**src/rtl/uart_pkg.sv**
```systemverilog
// Shared UART constants and helpers used by the receive-side blocks.
package uart_pkg;

  localparam int BYTE_W                     = 8;
  localparam int RX_FIFO_DEPTH_LOG2_DEFAULT = 4;
  localparam int DROPCNT_W                  = 8;

  // Increment that sticks at the all-ones value instead of wrapping.
  function automatic logic [DROPCNT_W-1:0] sat_inc(input logic [DROPCNT_W-1:0] v);
    return (&v) ? v : v + 1'b1;
  endfunction

endpackage

```
**src/rtl/uart_strobe_edge.sv**
```systemverilog
// Registered rising-edge detector: one-cycle pulse on the first high cycle of a strobe.
module uart_strobe_edge
  import uart_pkg::*;
(
  input  logic clk,
  input  logic rst,
  input  logic strobe,
  output logic rise
);

  logic strobe_d;

  always_ff @(posedge clk or negedge rst) begin
    if (!rst) strobe_d <= 1'b0;
    else      strobe_d <= strobe;
  end

  assign rise = strobe & ~strobe_d;

endmodule

```
**src/rtl/uart_rx_fifo.sv**
```systemverilog
// Show-ahead byte FIFO behind the UART receiver with sticky overflow reporting.
// Build option: define UART_RX_FIFO_DROPCNT_EN to count dropped bytes on drop_cnt.
module uart_rx_fifo
  import uart_pkg::*;
#(
  parameter int DEPTH_LOG2 = RX_FIFO_DEPTH_LOG2_DEFAULT,
  parameter int DATA_W     = BYTE_W
)(
  input  logic                  clk,
  input  logic                  rst,
  input  logic                  rx_irq,
  input  logic [DATA_W-1:0]     rx_data,
  input  logic                  rd_en,
  output logic [DATA_W-1:0]     rd_data,
  output logic                  empty,
  output logic                  full,
  output logic [DEPTH_LOG2:0]   count,
  output logic                  overflow,
  input  logic                  ovf_clr,
  output logic [DROPCNT_W-1:0]  drop_cnt
);

  localparam int                DEPTH    = 1 << DEPTH_LOG2;
  localparam logic [DEPTH_LOG2:0] FULL_CNT = (DEPTH_LOG2+1)'(DEPTH);

  logic [DATA_W-1:0]     mem [DEPTH];
  logic [DEPTH_LOG2-1:0] wr_ptr;
  logic [DEPTH_LOG2-1:0] rd_ptr;
  logic                  push;
  logic                  pop;
  logic                  wr_ok;
  logic                  drop;

  uart_strobe_edge u_irq_edge (
    .clk    (clk),
    .rst    (rst),
    .strobe (rx_irq),
    .rise   (push)
  );

  assign empty = (count == '0);
  assign full  = (count == FULL_CNT);
  assign pop   = rd_en & ~empty;
  // A pop in the same cycle frees the slot, so a full FIFO still accepts.
  assign wr_ok = push & (~full | pop);
  assign drop  = push & full & ~pop;

  assign rd_data = empty ? '0 : mem[rd_ptr];

  always_ff @(posedge clk) begin
    if (wr_ok) mem[wr_ptr] <= rx_data;
  end

  always_ff @(posedge clk or negedge rst) begin
    if (!rst) begin
      wr_ptr   <= '0;
      rd_ptr   <= '0;
      count    <= '0;
      overflow <= 1'b0;
    end else begin
      if (wr_ok) wr_ptr <= wr_ptr + 1'b1;
      if (pop)   rd_ptr <= rd_ptr + 1'b1;
      case ({wr_ok, pop})
        2'b10:   count <= count + 1'b1;
        2'b01:   count <= count - 1'b1;
        default: count <= count;
      endcase
      if (drop)         overflow <= 1'b1;
      else if (ovf_clr) overflow <= 1'b0;
    end
  end

`ifdef UART_RX_FIFO_DROPCNT_EN
  always_ff @(posedge clk or negedge rst) begin
    if (!rst)         drop_cnt <= '0;
    else if (drop)    drop_cnt <= ovf_clr ? DROPCNT_W'(1) : sat_inc(drop_cnt);
    else if (ovf_clr) drop_cnt <= '0;
  end
`else
  assign drop_cnt = '0;
`endif

endmodule

```
**config.mk**
```make
export PLATFORM = sky130hd
export DESIGN_NAME = uart_rx_fifo
export DESIGN_NICKNAME = d
export VERILOG_FILES = /design/src/rtl/uart_pkg.sv /design/src/rtl/uart_strobe_edge.sv /design/src/rtl/uart_rx_fifo.sv
export SDC_FILE = /design/constraint.sdc
export NUM_CORES = 1
export LEC_CHECK = 0
export BUFFER_PORTS_ARGS = -buffer_cell sky130_fd_sc_hd__buf_2
export CAP_MARGIN = 20
export CORE_ASPECT_RATIO = 0.75
export CORE_MARGIN = 2
export CORE_UTILIZATION = 60
export CTS_CLUSTER_SIZE = 12
export DETAILED_ROUTE_END_ITERATION = 10
export PLACE_DENSITY = 0.86
export SYNTH_ARGS = -nofsm -noshare
export SYNTH_HDL_FRONTEND = slang
export SYNTH_SLANG_ARGS = --single-unit
```
**constraint.sdc**
```tcl
create_clock -name clk -period 3.11 [get_ports clk]
set_input_delay 0.4665 -clock clk [delete_from_list [all_inputs] [get_ports clk]]
set_output_delay 0.4665 -clock clk [all_outputs]
set_load 0.03 [all_outputs]
```
==> reports/results.ini, run 1 <==
[die]
die-area_sq_um = 10600
chipWidth_um = 118
rows = 31
design.core.area_sq_um = 9580
start_util_pct = 61.0
die_h_um = 89.5
pin_count = 37

[worst_setup_path]
cp_data_required_time_ns = 2.64
crit_start = rd_ptr[0]
worstSetupEndpointType = output pin
worst-endpoint-arrival_ns = 2.35
cp_cell_sequence = buf_4 > mux4_2 > a22oi_1 > a21oi_1 > buf_2
criticalPathCategory = reg -> out
slowest_delay_ns = 0.55
crit_fanout = 9
start_kind = flip-flop
slowest_stage = dfrtp_2
worstReg2RegStart = count[2]

[routing]
ant_nets = 0
vias = 3015
via_per_inst = 6.08
firstDrtPassIters = 5
drtIter0Drc = 323
drc = 0
drt_wl_total_um = 11200
wl_per_cell_um = 22.6

[yosys]
ys_seq_area_share_pct = 72.2
synth_compound_area_share_pct = 4.82
synth_top_area_share_pct = 65.8
syn_area_sq_um = 5850
synthDistinctLibCells = 37
synthMuxAreaShare_pct = 12.6
synth_top_cell_by_area = edfxtp_1
synth_top_family_by_area = multiplexers
avgSynthCellArea_sq_um = 18.7
synthSimpleGateAreaFrac_pct = 4.67
synth-seq-cells = 143
synth.top_cells.by_area = edfxtp_1 (66%), mux4_2 (12%), dfrtp_1 (6.4%), a22oi_1 (2.1%), ha_1 (1.5%)
syn_inst = 312
yosys_warnings = 0
synth-adder-area-share_pct = 1.50
synth-xor-area-share_pct = 1.65

[timing]
slew_headroom_pct = 43.8
hold_viol = 0
fin_crit_sh_pct = 90.7
period_minus_slack_ns = 2.82
timing.fmax_ghz = 0.354
skew_ns = 0.00526
tns_ns = 0
tightest_slew_ns = 0.842
report.final.slew_viol_count = 0
rsz0062_at_grt = false
hold_slack_ns = 0.189
setup_viol = 0

[clock_tree]
clk_latency_ns = 0.41
post_cts_buffers = 0
cts_sinks = 143
cts-root-buf = clkbuf_16
h-tree-depth = 4
cts_tree = done
cts_buffers = 17
clk_path_buf_depth = 2
clkTransAtPathRegs_ns = 0.06

[power]
p_leak_nw = 2.34
ir_drop_v = 0.000662
power_mw = 6.61
p_per_area_nw_per_um2 = 977

[final_layout]
fillCellCount = 611
layout.nets = 371
n_antenna_cell = 0
multi_input_area_sq_um = 1500
area_growth_pct = 15.8
final_common_cell = edfxtp_1
most-common-layout-cells = edfxtp_1 (128), mux4_2 (32), buf_2 (28)
drive_gt1_share_pct = 28.8
seqCellArea_sq_um = 4220
layoutNonFillerInstCount = 496

[job]
cap_violations = 0

[global_route]
antenna_found_initial = 0
grt_pass1_vias = 3182
track_usage_pct = 23.8
grt_overflow = 0
grt_max_degree = 23
grt_pass1_wl_um = 17700

[placed_design]
io_buffers = 28
numPlacedInstances = 463
place_hpwl_um = 6880
place.gp.congestion = 0.821

[hold_path]
worstHoldPathType = in -> reg
hold_start = rx_irq

[status]
outcome = finished, final reports clean

-- path summary, 6_finish.rpt --
| check | cells after the start | slack, ns | end |
|---|---|---|---|
| worst max-delay path | 5 | 0.29 | rd_data[6] |
| worst min register to register | 1 | 0.54 | rd_ptr[3] |
| max in group asynchronous | 2 | 2.33 | rd_ptr[0] |
| worst max register to register | 8 | 0.58 | count[4] |
| min in group asynchronous | 2 | 0.49 | wr_ptr[1] |
| worst min-delay path | 1 | 0.19 | u_irq_edge.strobe_d |
-- cell families after synthesis --
kind of cell	Yosys count
DFF	143
and+or+nand+nor	50
AOI/OAI and AO/OA	39
muxes	33
buffers and inverters	28
xor gates and xnor gates	11
adders and majority gates	7
other	1
-- power breakdown --
| group | internal [mW] | switching (mW) | total, mW |
|---|---|---|---|
| logic | 0.830 | 1.15 | 1.98 |
| clock network | 1.42 | 0.742 | 2.16 |
| registers | 2.27 | 0.192 | 2.47 |
-- Yosys cell counts, drive strengths merged --
| library cell | n |
|---|---|
| nor4 | 1 |
| a41oi | 1 |
| o21ai | 5 |
| edfxtp | 128 |
| nand2b | 1 |
| o31a | 1 |
| nand4 | 2 |
| ha | 7 |
| conb | 1 |
| nand2 | 11 |
| xor2 | 2 |
| and2 | 6 |
| xnor2 | 9 |
| a21oi | 11 |
| nand3 | 1 |
| a211oi | 2 |
| mux4 | 32 |
| dfrtp | 15 |
| and3 | 8 |
| buf | 17 |
| a22oi | 16 |
| nor3 | 3 |
| mux2 | 1 |
| and4 | 4 |
| nor2b | 3 |
| a21o | 1 |
| or4 | 1 |
| nor2 | 9 |
| clkbuf | 6 |
| o22ai | 1 |
| inv | 5 |
| o211ai | 1 |
-- critical path: cells and delay by family, from the launching register on --
family | cells | cell delay [ns]
buf+inv | 2 | 0.49
mux | 1 | 0.52
flops | 1 | 0.55
compound gates | 2 | 0.38
-- cell type report --
type,instances,share of cell area (%)
clock buffers,18,6.34
clock inverters,14,3.20
inverters,5,0.277
multi-input cells,148,22.2
flip-flops and latches,143,62.3
well taps,132,2.44
repair buffers,36,3.18
-- metrics by stage --
stage	util [%]	setup WS (ns)	cell area (sq um)
after global placement	63.8	0.724	6110
after CTS	70.7	0.256	6770
after global routing	70.7	0.166	6770
after detailed placement	63.8	0.662	6110
after floorplan	-	0.667	5870
final	70.7	0.289	6770
-- registers in the layout, summed over array words and instances, names as in the netlist --
| signal | flops |
|---|---|
| wr_ptr | 4 |
| rd_ptr | 4 |
| overflow | 1 |
| u_irq_edge.strobe_d | 1 |
| mem | 128 |
| count | 5 |
-- per-layer routing --
metal,vias to the layer above,global-route usage [%],wire (um)
met2,147,37.5,5460
met1,1540,32.6,4680
met3,11,7.65,950
li1,1317,-,-
met5,-,0,0
met4,0,7.89,123
-- timing repair --
item,in CTS,in global routing
endpoints found under the hold margin,15,0
endpoints found under the setup margin,0,0
gates resized for setup,0,0
hold buffers,1,0
Note: power is estimated with default switching activity, not from simulation.
==> inputs of run 2 (changes only) <==
ABC_AREA = 1   (was default)
==> run 2 against run 1 <==
Compared with the run above: sequential cell count unchanged; wire length up 18%; die area increased by 3.9%; critical path type unchanged; critical endpoint unchanged; largest cell class unchanged; largest power group is now combinational cells.
==> reports/results.ini, run 2 <==
[timing]
setup_viol = 0  ; unchanged
rsz0062_at_grt = false
period_minus_slack_ns = 2.93  ; +0.112 ns
fin_crit_sh_pct = 94.3  ; +3.6 points
report.final.slew_viol_count = 0  ; unchanged
slew_headroom_pct = 36.2  ; -7.6 points
tns_ns = 0  ; unchanged
hold_slack_ns = 0.207  ; +0.0177 ns
tightest_slew_ns = 0.954  ; +0.112 ns
timing.fmax_ghz = 0.341  ; -3.8%
hold_viol = 0  ; unchanged
skew_ns = 0.00695  ; +0.00169 ns

[placed_design]
place.gp.congestion = 0.843  ; +2.7%
place_hpwl_um = 8370  ; +22%
numPlacedInstances = 629  ; +36%
io_buffers = 28  ; unchanged

[clock_tree]
clk_latency_ns = 0.42  ; about the same
cts_sinks = 143  ; unchanged
cts-root-buf = clkbuf_16
clkTransAtPathRegs_ns = 0.05  ; about the same
cts_buffers = 17  ; unchanged
cts_tree = done
clk_path_buf_depth = 2  ; unchanged
post_cts_buffers = 0  ; unchanged
h-tree-depth = 4  ; unchanged

[worst_setup_path]
criticalPathCategory = reg -> out
crit_fanout = 33  ; +24
cp_data_required_time_ns = 2.64  ; about the same
worst-endpoint-arrival_ns = 2.47  ; +0.12 ns
start_kind = flip-flop
worstSetupEndpointType = output pin

[global_route]
grt_pass1_wl_um = 20500  ; +16%
track_usage_pct = 25.7  ; +1.9 points
grt_max_degree = 36  ; +57%
antenna_found_initial = 0  ; unchanged
grt_overflow = 0  ; unchanged
grt_pass1_vias = 3929  ; +23%

[power]
p_comb_share_pct = 36.6  ; +6.6 points
switchingPower_mw = 2.55  ; +22%
pwr-share-clk_pct = 27.0  ; -5.7 points
swShare_pct = 38.7  ; +7.2 points
ir_drop_v = 0.000546  ; -17%
p_leak_nw = 2.43  ; +3.6%
seqPwrFrac_pct = 36.5  ; -0.8 points
p_int_mw = 4.04  ; -11%
p_per_area_nw_per_um2 = 971  ; -0.64%

[final_layout]
drive_gt1_share_pct = 15.4  ; -13 points
post-route-util_pct = 69.5  ; -1.2 points
reg_top3 = mem x128, count x5
area_growth_pct = 11.7
layout.nets = 537  ; +45%
n_antenna_cell = 0  ; unchanged
layoutNonFillerInstCount = 658  ; +33%
largest_reg_flops = 128  ; unchanged
final_common_cell = edfxtp_1
most-common-layout-cells = edfxtp_1 (128), nor2_1 (88), o21ai_0 (56)
regMostFlops = mem

[yosys]
synth_common_cells = edfxtp_1 (128), nor2_1 (88), o21ai_0 (56), nand2_1 (29), o221ai_1 (26)
synth_edf_count = 128  ; unchanged
avgSynthCellArea_sq_um = 12.5  ; -33%
yosys_warnings = 0  ; unchanged
synth_top_area_share_pct = 63.2  ; -2.5 points
synth.top_cells.by_area = edfxtp_1 (63%), dfrtp_1 (6.2%), nor2_1 (5.4%), o21ai_0 (4.6%), o221ai_1 (3.7%)
ys_async_sr_fraction_pct = 10.5  ; unchanged
ys_seq_area_share_pct = 69.4  ; -2.8 points
yosysMostFrequentCell = edfxtp_1
syn_area_sq_um = 6080  ; +4.0%
synth_top_cell_by_area = edfxtp_1
syn_inst = 486  ; +56%
synthFlopType = edfxtp_1
synth-seq-cells = 143  ; unchanged
synthDistinctLibCells = 30  ; -19%

[routing]
via_per_inst = 6.18  ; +1.7%
drc = 0  ; unchanged
vias = 4068  ; +35%
drt_wl_total_um = 13200  ; +18%
firstDrtPassIters = 4  ; -1
ant_nets = 0  ; unchanged
wl_per_cell_um = 20.1  ; -11%
drtIter0Drc = 491  ; +52%

[status]
outcome = finished, final reports clean

[die]
die_h_um = 91.2  ; +1.9%
chipWidth_um = 120  ; +1.9%
pin_count = 37  ; unchanged
start_util_pct = 62.2  ; +1.2 points
rows = 31  ; unchanged
die-area_sq_um = 11000  ; +3.9%
design.core.area_sq_um = 9770  ; +2.0%

[hold_path]
worstHoldPathType = in -> reg

[job]
cap_violations = 0  ; unchanged

==> run 2: cell types whose count changed after synthesis, moves of 18 or more <==
cell      previous run  this run
nor2_1               9        88
o21ai_0              5        56
mux4_2              32         0
o221ai_1             0        26
nand3_1              1        21
nand2_1             11        29
==> run 2: path summary, 6_finish.rpt <==
path	start	slack, ns	to	cells after the start
worst max register to register	count[0]	0.75	mem[6][0]	8
worst min-delay path	rx_irq	0.21	u_irq_edge.strobe_d	1
min in group asynchronous	rst	0.48	overflow	2
max in group asynchronous	rst	2.34	rd_ptr[0]	2
worst max-delay path	rd_ptr[1]	0.18	rd_data[6]	6
worst min register to register	count[4]	0.50	count[4]	2
==> run 2: timing repair <==
item                      in CTS  in global routing
resized for setup              0                  0
hold endpoints to repair      15                  0
hold buffers                   1                  0
==> run 2: metal layers <==
layer / global-route usage (%) / vias up / routed length [um]
met5: 0 / - / 0
met4: 11.2 / 0 / 349
met3: 7.41 / 32 / 1150
met2: 39.3 / 241 / 6420
met1: 34.8 / 1987 / 5300
li1: - / 1808 / -
==> run 2: area by class of cell <==
class,instances,area (sq um)
Timing Repair Buffer,37,223
Fill cell,644,2980
Inverter,26,101
Sequential cell,143,4220
Clock buffer,19,433
Tap cell,132,165
Multi-Input combinational cell,292,1580
Clock inverter,9,73.8
==> run 2: power by group through the flow <==
stage                     Sequential [mW]  Clock (mW)  Combinational [mW]
after floorplan                      2.46           0                1.75
after global placement               2.42           0                2.27
after detailed placement             2.43           0                2.36
after CTS                            2.40        1.80                2.38
after global routing                 2.42        1.88                2.64
final                                2.40        1.78                2.41
==> run 2: cell families after synthesis <==
| logic type | Yosys count | synth area share (%) |
|---|---|---|
| AO/OA/AOI/OAI | 114 | 11.2 |
| XOR/XNOR | 8 | 1.15 |
| adder cells (fa/ha/maj) | 7 | 1.44 |
| buffers and inverters | 58 | 5.12 |
| flip-flops | 143 | 69.4 |
| other | 1 | 0.0617 |
| AND/OR/NAND/NOR | 155 | 11.6 |
==> run 2: critical path, cell delays in order (launching register included) <==
cell	delay, ns
dfrtp_1	0.50
inv_2	0.46
o21ai_1	0.13
o221ai_1	0.30
nand3_1	0.15
a21oi_1	0.26
buf_2	0.25
==> run 2: stage by stage <==
stage / instance area (sq um) / worst slack (ns) / power, mW
after floorplan: 6110 / 0.874 / 4.21
after global placement: 6280 / 0.768 / 4.70
after detailed placement: 6280 / 0.713 / 4.79
after CTS: 6790 / 0.229 / 6.57
after global routing: 6790 / 0.0214 / 6.93
final: 6790 / 0.177 / 6.59
